File: src/rtl/countdown_timer_pkg.sv
// Shared definitions for the countdown timer.
// Contents: FSM state and field encodings, centisecond conversion constants,
// and a binary-to-two-digit split helper used by the display path.
package countdown_timer_pkg;

    typedef enum logic [1:0] {
        ST_SET     = 2'd0,
        ST_RUN     = 2'd1,
        ST_PAUSE   = 2'd2,
        ST_EXPIRED = 2'd3
    } state_e;

    typedef enum logic {
        FIELD_MIN = 1'b0,
        FIELD_SEC = 1'b1
    } field_e;

    localparam logic [19:0] CSEC_PER_MIN = 20'd6000;
    localparam logic [19:0] CSEC_PER_SEC = 20'd100;
    localparam logic [5:0]  SEC_MAX      = 6'd59;

    // Split a value 0..99 into {tens, ones} decimal digits.
    function automatic logic [7:0] split_bcd(input logic [6:0] v);
        return {4'(v / 7'd10), 4'(v % 7'd10)};
    endfunction

endpackage

File: src/rtl/countdown_timer_key_release.sv
// Push-key synchroniser and release detector for one active-low key.
// Ports:
//   clk           : system clock
//   rst           : synchronous active-high reset, returns to "key released"
//   key_n         : raw active-low key pin
//   release_pulse : one-cycle pulse when the synchronised key goes 0 -> 1
// A pin rise is seen by sync2_q after the 2nd edge; the pulse is then high
// for one cycle and is consumed by the 3rd edge.
module countdown_timer_key_release (
    input  logic clk,
    input  logic rst,
    input  logic key_n,
    output logic release_pulse
);

    logic sync1_q, sync1_d;
    logic sync2_q, sync2_d;
    logic prev_q,  prev_d;

    always_comb begin
        sync1_d = key_n;
        sync2_d = sync1_q;
        prev_d  = sync2_q;
    end

    always_ff @(posedge clk) begin
        if (rst) begin
            sync1_q <= 1'b1;
            sync2_q <= 1'b1;
            prev_q  <= 1'b1;
        end else begin
            sync1_q <= sync1_d;
            sync2_q <= sync2_d;
            prev_q  <= prev_d;
        end
    end

    assign release_pulse = sync2_q & ~prev_q;

endmodule

File: src/rtl/segment_7.sv
// Single-digit 7-segment encoder, active-low outputs.
// Ports:
//   digit : 4-bit value, 0..9 shown, anything else blanks the digit
//   seg   : [0:6] = segments a..g, 0 lights the segment
module segment_7 (
    input  logic [3:0] digit,
    output logic [0:6] seg
);

    always_comb begin
        case (digit)
            4'd0:    seg = 7'b0000001;
            4'd1:    seg = 7'b1001111;
            4'd2:    seg = 7'b0010010;
            4'd3:    seg = 7'b0000110;
            4'd4:    seg = 7'b1001100;
            4'd5:    seg = 7'b0100100;
            4'd6:    seg = 7'b0100000;
            4'd7:    seg = 7'b0001111;
            4'd8:    seg = 7'b0000000;
            4'd9:    seg = 7'b0000100;
            default: seg = 7'b1111111;
        endcase
    end

endmodule

File: src/rtl/countdown_timer.sv
// Countdown timer board top: preset mm:ss with the keys, count down in
// 10 ms steps to 00:00.00 and raise ALARM.
// Ports:
//   CLOCK_50    : system clock
//   RESET       : synchronous active-high reset
//   KEY[2:0]    : active-low keys, [0] start/pause, [1] select/abort, [2] increment
//   HEX5..HEX0  : active-low digits, MM SS CC (HEX5 = minute tens)
//   ALARM       : high while the timer is expired
module countdown_timer
    import countdown_timer_pkg::*;
#(
    parameter int TICK_DIV = 500000,
    parameter int MAX_MIN  = 99
) (
    input  logic       CLOCK_50,
    input  logic       RESET,
    input  logic [2:0] KEY,
    output logic [0:6] HEX5,
    output logic [0:6] HEX4,
    output logic [0:6] HEX3,
    output logic [0:6] HEX2,
    output logic [0:6] HEX1,
    output logic [0:6] HEX0,
    output logic       ALARM
);

    localparam int             PW         = (TICK_DIV > 1) ? $clog2(TICK_DIV) : 1;
    localparam logic [PW-1:0]  PRESC_LAST = PW'(TICK_DIV - 1);
    localparam logic [6:0]     MIN_LAST   = 7'(MAX_MIN);

    // Key events, one-hot after priority masking (KEY[0] > KEY[1] > KEY[2]).
    logic [2:0] key_pulse;
    logic       ev_start, ev_sel, ev_inc, ev_any;

    for (genvar i = 0; i < 3; i++) begin : g_key
        countdown_timer_key_release u_key (
            .clk           (CLOCK_50),
            .rst           (RESET),
            .key_n         (KEY[i]),
            .release_pulse (key_pulse[i])
        );
    end

    assign ev_start = key_pulse[0];
    assign ev_sel   = key_pulse[1] & ~key_pulse[0];
    assign ev_inc   = key_pulse[2] & ~(|key_pulse[1:0]);
    assign ev_any   = |key_pulse;

    state_e        state_q, state_d;
    field_e        field_q, field_d;
    logic [6:0]    preset_min_q, preset_min_d;
    logic [5:0]    preset_sec_q, preset_sec_d;
    logic [19:0]   count_q, count_d;
    logic [PW-1:0] prescaler_q, prescaler_d;

    logic [19:0]   preset_csec;
    logic          preset_nonzero;

    assign preset_csec    = 20'(preset_min_q) * CSEC_PER_MIN + 20'(preset_sec_q) * CSEC_PER_SEC;
    assign preset_nonzero = (preset_min_q != 7'd0) || (preset_sec_q != 6'd0);

    // State register (holds the FSM and its datapath).
    always_ff @(posedge CLOCK_50) begin
        if (RESET) begin
            state_q      <= ST_SET;
            field_q      <= FIELD_MIN;
            preset_min_q <= 7'd0;
            preset_sec_q <= 6'd0;
            count_q      <= 20'd0;
            prescaler_q  <= '0;
        end else begin
            state_q      <= state_d;
            field_q      <= field_d;
            preset_min_q <= preset_min_d;
            preset_sec_q <= preset_sec_d;
            count_q      <= count_d;
            prescaler_q  <= prescaler_d;
        end
    end

    // Next-state logic.
    always_comb begin
        state_d      = state_q;
        field_d      = field_q;
        preset_min_d = preset_min_q;
        preset_sec_d = preset_sec_q;
        count_d      = count_q;
        prescaler_d  = prescaler_q;

        case (state_q)
            ST_SET: begin
                if (ev_start) begin
                    // A zero preset would expire immediately, so start is ignored.
                    if (preset_nonzero) begin
                        count_d     = preset_csec;
                        prescaler_d = '0;
                        state_d     = ST_RUN;
                    end
                end else if (ev_sel) begin
                    field_d = (field_q == FIELD_MIN) ? FIELD_SEC : FIELD_MIN;
                end else if (ev_inc) begin
                    if (field_q == FIELD_MIN)
                        preset_min_d = (preset_min_q == MIN_LAST) ? 7'd0 : preset_min_q + 7'd1;
                    else
                        preset_sec_d = (preset_sec_q == SEC_MAX) ? 6'd0 : preset_sec_q + 6'd1;
                end
            end

            ST_RUN: begin
                // Pausing wins over a tick in the same cycle so the prescaler
                // value is held exactly and resumes without losing a tick.
                if (ev_start) begin
                    state_d = ST_PAUSE;
                end else if (prescaler_q == PRESC_LAST) begin
                    prescaler_d = '0;
                    if (count_q != 20'd0) begin
                        count_d = count_q - 20'd1;
                        if (count_q == 20'd1)
                            state_d = ST_EXPIRED;
                    end
                end else begin
                    prescaler_d = prescaler_q + 1'b1;
                end
            end

            ST_PAUSE: begin
                if (ev_start) begin
                    state_d = ST_RUN;
                end else if (ev_sel) begin
                    count_d = 20'd0;
                    state_d = ST_SET;
                end
            end

            ST_EXPIRED: begin
                count_d = 20'd0;
                if (ev_any)
                    state_d = ST_SET;
            end

            default: state_d = ST_SET;
        endcase
    end

    // Outputs: alarm flag and display digits, combinational from registers.
    logic [6:0] disp_min, disp_sec, disp_csec;
    logic [7:0] min_bcd, sec_bcd, csec_bcd;

    always_comb begin
        ALARM = (state_q == ST_EXPIRED);
        if (state_q == ST_SET) begin
            disp_min  = preset_min_q;
            disp_sec  = {1'b0, preset_sec_q};
            disp_csec = 7'd0;
        end else begin
            disp_min  = 7'(count_q / CSEC_PER_MIN);
            disp_sec  = 7'((count_q % CSEC_PER_MIN) / CSEC_PER_SEC);
            disp_csec = 7'(count_q % CSEC_PER_SEC);
        end
        min_bcd  = split_bcd(disp_min);
        sec_bcd  = split_bcd(disp_sec);
        csec_bcd = split_bcd(disp_csec);
    end

    segment_7 u_hex5 (.digit(min_bcd[7:4]),  .seg(HEX5));
    segment_7 u_hex4 (.digit(min_bcd[3:0]),  .seg(HEX4));
    segment_7 u_hex3 (.digit(sec_bcd[7:4]),  .seg(HEX3));
    segment_7 u_hex2 (.digit(sec_bcd[3:0]),  .seg(HEX2));
    segment_7 u_hex1 (.digit(csec_bcd[7:4]), .seg(HEX1));
    segment_7 u_hex0 (.digit(csec_bcd[3:0]), .seg(HEX0));

endmodule
File: config.mk
export PLATFORM = sky130hd
export DESIGN_NAME = countdown_timer
export DESIGN_NICKNAME = d
export VERILOG_FILES = /design/src/rtl/countdown_timer_pkg.sv /design/src/rtl/countdown_timer_key_release.sv /design/src/rtl/segment_7.sv /design/src/rtl/countdown_timer.sv
export SDC_FILE = /design/constraint.sdc
export NUM_CORES = 1
export LEC_CHECK = 0
export CORE_MARGIN = 2
export CORE_UTILIZATION = 40
export DETAILED_ROUTE_END_ITERATION = 8
export HOLD_SLACK_MARGIN = 0.06
export PLACE_DENSITY = 0.58
export RECOVER_POWER = 25
export SETUP_SLACK_MARGIN = 0.3
export SLEW_MARGIN = 20
export SYNTH_ARGS = -nofsm -noshare
export SYNTH_HDL_FRONTEND = slang
export SYNTH_HIERARCHICAL = 1
export SYNTH_SLANG_ARGS = --single-unit
File: constraint.sdc
create_clock -name CLOCK_50 -period 20.4 [get_ports CLOCK_50]
set_clock_uncertainty 0.2 [all_clocks]
set_input_delay 4.08 -clock CLOCK_50 [delete_from_list [all_inputs] [get_ports CLOCK_50]]
set_output_delay 4.08 -clock CLOCK_50 [all_outputs]
set_load 0.02 [all_outputs]
==> Word-level counts from Yosys, hierarchy flattened <==
Memory sizes are Yosys's and may differ from the RTL's.
Cells that the tools add are included.
{ "op_classes": {"n_mux": 29, "shift": 0, "div_mod_pow": 10, "n_mul": 2, "n_bitwise": 12, "n_reduce_logical": 14, "eq_ne": 19, "n_addsub": 5, "n_lt_le_gt_ge": 0} }
{ "ops": {"columns": ["cell", "count"], "rows": [
  ["2-to-1 mux 20 bit", 7],
  ["one-hot mux 20 bit (4 select lines)", 1],
  ["2-to-1 mux 19 bit", 4],
  ["one-hot mux 19 bit (2 select lines)", 1],
  ["2-to-1 mux 7 bit", 4],
  ["divider 7 x 4 -> 7 bit, second input constant", 3],
  ["modulo 7 x 4 -> 7 bit, second input constant", 3],
  ["adder 20 x 13 -> 20 bit", 1],
  ["divider 20 x 13 -> 20 bit, second input constant", 1],
  ["divider 20 x 7 -> 20 bit, second input constant", 1],
  ["== test 20 x 1 -> 1 bit, second input constant", 1],
  ["modulo 20 x 13 -> 20 bit, second input constant", 1],
  ["modulo 20 x 7 -> 20 bit, second input constant", 1],
  ["nonzero test 20 bit", 1],
  ["subtractor 20 x 1 -> 20 bit, second input constant", 1],
  ["adder 19 x 1 -> 19 bit, second input constant", 1],
  ["== test 19 bit, second input constant", 1],
  ["2-to-1 mux 2 bit", 9],
  ["multiplier 7 x 9 -> 16 bit, second input constant", 1],
  ["inequality test 2 bit, second input constant", 7],
  ["AND reduction 7 bit", 2],
  ["inequality test 3 bit, second input constant", 4],
  ["multiplier 6 x 5 -> 11 bit, second input constant", 1],
  ["AND reduction 5 bit", 2],
  ["other kinds (21)", 32]
]} }
{ "totals": {"mem_count": 6, "mem_bits_rw": 0, "register_bits": 64, "romBits": 672, "inputBits": 5, "latch_bits": 0, "output_inout_bits": 43} }
{ "mem_list": {"columns": ["name", "words", "width", "rd", "rd_ports_with_merged_regs", "wr", "line_no", "text"], "rows": [
  ["(no name shown)", 16, 7, 1, 0, 0, "segment_7.sv:11", "case (digit)"],
  ["(no name shown)", 16, 7, 1, 0, 0, "segment_7.sv:11", null],
  ["(no name shown)", 16, 7, 1, 0, 0, "segment_7.sv:11", null],
  ["(no name shown)", 16, 7, 1, 0, 0, "segment_7.sv:11", null],
  ["(no name shown)", 16, 7, 1, 0, 0, "segment_7.sv:11", null],
  ["(no name shown)", 16, 7, 1, 0, 0, "segment_7.sv:11", null]
]} }

==> Depth between registers and ports, before layout <==
{ "logic_depth": {"depth_word": 7, "ltp_mapped": 64, "depth_no_buf": 55} }

==> Modules after synthesis <==
Netlist, hierarchy kept.
{ "modules_own_cells": {"columns": ["module", "instances", "area_each_um2", "cells_each"], "rows": [
  ["countdown_timer", 1, 14137.3, 2002],
  ["segment_7", 6, 210.2, 33],
  ["countdown_timer_key_release", 3, 85.1, 7]
]} }

==> Worst setup path after synthesis <==
Ideal clock, no wire load.
{ "synth_timing": {"path_type": "register -> output", "start": "register count_q[11]", "end": "output HEX2[4] (netlist name)", "stages_incl_launch_ff": 59, "required_time_ns": 16.120, "t_arrival_ns": 12.666, "path_buffers": 4, "path_slack_ns": 3.454, "path_cell_list": "dfxtp_1 -> buf_2 -> a31oi_1 -> or4_4 -> and2_1 -> clkbuf_1 -> or4_4 -> and4_1 -> buf_6 -> o211ai_2 -> a41oi_1 -> or4_1 -> o31a_1 -> and3_4 -> o22ai_2 -> buf_4 -> a21oi_1 -> a21oi_2 -> [... 23 more ...] -> o211a_1 -> o21ai_1 -> inv_1 -> ha_1 -> o211ai_1 -> o21ai_1 -> a21oi_2 -> xnor2_1 -> ha_1 -> o31ai_1 -> a221oi_1 -> o2bb2ai_2 -> xnor2_1 -> inv_1 -> ha_1 -> nand2_1 -> o21ai_0 -> o21ai_0"} }
{ "synth_between": {"elab_chain_cells": 5} }
{ "synth_rtl": {"columns": ["element", "line_no", "text"], "rows": [
  ["start: declaration", "countdown_timer.sv:53", "logic [19:0] count_q, count_d;"],
  ["start signal: assignment", "countdown_timer.sv:76", "count_q <= count_d;"],
  ["modulo 20 x 13 -> 20 bit", "countdown_timer.sv:157", "disp_sec = 7'((count_q % CSEC_PER_MIN) / CSEC_PER_SEC);"],
  ["divider 20 x 7 -> 20 bit", "countdown_timer.sv:157", null],
  ["2-to-1 mux 7 bit", "countdown_timer.sv:151", "if (state_q == ST_SET) begin"],
  ["modulo 7 x 4 -> 7 bit", "countdown_timer_pkg.sv:24", "return {4'(v / 7'd10), 4'(v % 7'd10)};"],
  ["named net sec_bcd[1]", "countdown_timer.sv:147", "logic [7:0] min_bcd, sec_bcd, csec_bcd;"],
  ["memory (16 x 7 bit)", null, null],
  ["end: declaration", "countdown_timer.sv:21", "output logic [0:6] HEX2,"]
]} }
The timed path passes the listed nets, and every way through them passes these cells.

==> Final worst setup path <==
{ "layout_timing": {"start": "register count_q[14]", "end": "output HEX2[3] (netlist name)"} }
Same word-level chain as after synthesis.

==> qor.yml <==
outcome: "finished with violations"
num_vias: 16800
path_max_fanout: 19
wl_per_cell_um: 16.7
first_pass_iters: 5
cap_violations: 1
hold_violations: 0
startpoint_type: "register"
synth.avg_cell_area_um2: 7.05
cp.required_ns: 16.12
cts_sinks: 64
crit_path_end_kind: "output pin"
clock.fmax_mhz: 51.8
areaGrowthSynthToFinish_pct: 10.5
arrival_ns: 15.01
slew_violations: 38
io_buffers: 47
num-nets-final: 2372
grt_pass1_wl_mm: 76.5
start_util_pct: 40.5
final_cell_mix: "nor2_1 (233), nand2_1 (173), a21oi_1 (144), o21ai_0 (142), inv_1 (125)"
mappedNetlistArea_um2: 15700
setup_viol: 0
seq_area_um2: 1310
drive_above_1_share_pct: 11.1
grt_pass1_vias: 15400
cts_buffers: 9
rows: 72
clk_pin_slew_worst_paths_ns: 0.06
yosysWarnings: 6
hold_path.class: "reg2reg"
vias_per_cell: 6.10
ys_seq_area_share_pct: 8.18
power_density_nw_per_um2: 18.2
worstMarginPinSlew_ns: 1.77
cts_max_level: 3
fillerInstances: 3865
rrSetupSlack_ns: 14.56
synth_edf_count: 0
die_w_um: 202
design.core.area_um2: 38600
drc: 0
violations: "max-capacitance violations, max-slew violations"
setup_tns_ns: 0
ys_ff_latch: 64
ys.flop_type: "dfxtp_1"
dp_slack_ns: 0.340
grt-ovfl-total: 0
ys_async_sr_fraction_pct: 0
track_usage_pct: 21.8
die_h_um: 202
path_common_cell: "a21oi_2"
dp_hpwl_mm: 35.4
pin_count: 48
slew_headroom_pct: -17.9
rsz0062_at_grt: "false"
ys_types: 135
postSynthCellCount: 2221
path_class: "reg2out"
grt_max_degree: 38
first_iter_violations: 1339
fin_ws_ns: 1.11
clk_latency_ns: 0.33
clockBufferDepth: 2
slowest_stage: "o21ai_0"
post-route-min-period_ns: 19.29
layout_commonest_cell: "nor2_1"
drt-total-wl_mm: 46.1
gp_congestion: 0.964
vdd_drop_max_uv: 31.4
multi_input_area_um2: 13600
die_area_um2: 40700
root_buffer: "clkbuf_16"
n_antenna_cell: 0
p_leak_nw: 6.66
max_stage_delay_ns: 0.65
antenna_left: 0
period_share_pct: 94.6
cts_tree: "done"
grt_antenna_before_repair: 0
-- cells in the mapped netlist (13+ instances only) --
cell | n | area share [%]
or3_1 | 21 | 0.84
or2_2 | 13 | 0.52
xnor2_1 | 76 | 4.3
clkbuf_1 | 62 | 1.5
nor4_1 | 20 | 0.80
nor3_1 | 54 | 1.7
mux2_2 | 14 | 1.0
a211oi_1 | 24 | 1.2
nand3_1 | 76 | 2.4
o211ai_1 | 38 | 1.8
o31ai_1 | 17 | 0.82
a22oi_1 | 19 | 0.91
o21bai_1 | 19 | 0.91
o22ai_1 | 22 | 0.88
mux2i_1 | 32 | 2.0
a21oi_2 | 15 | 0.84
o21a_1 | 18 | 0.86
nand4_1 | 20 | 0.80
fa_1 | 21 | 2.7
dfxtp_1 | 64 | 8.2
or2_1 | 21 | 0.84
o21ai_1 | 24 | 0.77
nand2b_1 | 45 | 1.8
o21ai_0 | 144 | 4.6
nor2b_1 | 19 | 0.76
nand2_1 | 175 | 4.2
buf_2 | 24 | 0.77
a21o_1 | 35 | 1.7
and2_1 | 29 | 1.2
ha_1 | 118 | 9.4
nor2_1 | 233 | 5.6
inv_1 | 126 | 3.0
and3_1 | 22 | 0.88
a21oi_1 | 147 | 4.7
xor2_1 | 33 | 1.8
a31oi_1 | 36 | 1.4
-- power by group --
part | internal (mW) | total [mW] | leakage [nW] | switching (mW)
Clock | 0.110 | 0.167 | 0.152 | 0.0570
Sequential | 0.125 | 0.126 | 0.524 | 0.000671
Combinational | 0.00872 | 0.0218 | 5.98 | 0.0130
Total | 0.244 | 0.315 | 6.66 | 0.0707
-- what timing repair did --
action | 4_1_cts | 5_1_grt
endpoints found under the setup margin | 7 | 28
hold buffers | 0 | 0
resized for setup | 9 | 62
pin swaps | 1 | 15
setup buffers | 1 | 23
-- critical path, delay by kind of cell, from the launching register on --
| family | cells | cell delay [ns] |
|---|---|---|
| fa+ha+maj | 3 | 0.67 |
| mux | 1 | 0.34 |
| xor+xnor | 3 | 0.80 |
| flops | 1 | 0.39 |
| compound gates | 35 | 8.17 |
| simple gates | 11 | 2.98 |
| buf+inv | 5 | 1.27 |
-- through the flow --
step	power (mW)	cell area [um2]	hold slack, ns	util, %	instances
2_1_floorplan	0.144	15700	0.185	-	2222
3_3_place_gp	0.151	16500	0.187	42.7	2711
3_5_place_dp	0.151	16500	0.194	42.7	2711
4_1_cts	0.318	16800	0.206	43.6	2728
5_1_grt	0.324	17300	0.229	44.8	2751
6_report	0.315	17300	0.204	44.8	2751
-- layer usage --
metal  GRT usage, %  part of all wire (%)  vias up
met5              0                     0        -
met4           5.46                   1.7        0
met3           1.19                   4.5       56
met2           35.7                    46      515
met1           31.1                    48     7932
li1               -                     -     8287
-- flip-flops by register name (all words and copies together) (netlist names) --
name / flops
prescaler_q: 19
g_key.u_key/prev_d: 3
preset_sec_q: 6
g_key.u_key/prev_q: 3
preset_min_q: 7
field_q: 1
count_q: 20
state_q: 2
g_key.u_key/sync1_q: 3
-- area by class of cell --
cell class | instances | share of cell area, %
Clock inverter | 5 | 0.463
Tap cell | 518 | 3.75
Timing Repair Buffer | 106 | 5.27
Sequential cell | 64 | 7.56
Clock buffer | 11 | 1.40
Multi-Input combinational cell | 1918 | 78.7
Inverter | 129 | 2.82
-- final timing paths --
path	cells after the start	startpoint	endpoint
min reg2reg	1	g_key[2].u_key/sync1_q	g_key[2].u_key/prev_d
max	58	count_q[14]	HEX2[3]
max reg2reg	24	preset_min_q[5]	count_q[19]
min	1	g_key[2].u_key/sync1_q	g_key[2].u_key/prev_d
-- logic make-up after synthesis --
kind of cell | after synthesis | share of synthesized area [%]
flops | 64 | 8.18
other cells | 1 | 0.0240
simple gates | 820 | 26.3
compound gates | 790 | 36.3
mux | 50 | 3.47
xor+xnor | 113 | 6.66
fa+ha+maj | 143 | 12.4
buf+inv | 240 | 6.64
Note: power is estimated with default switching activity, not from simulation.
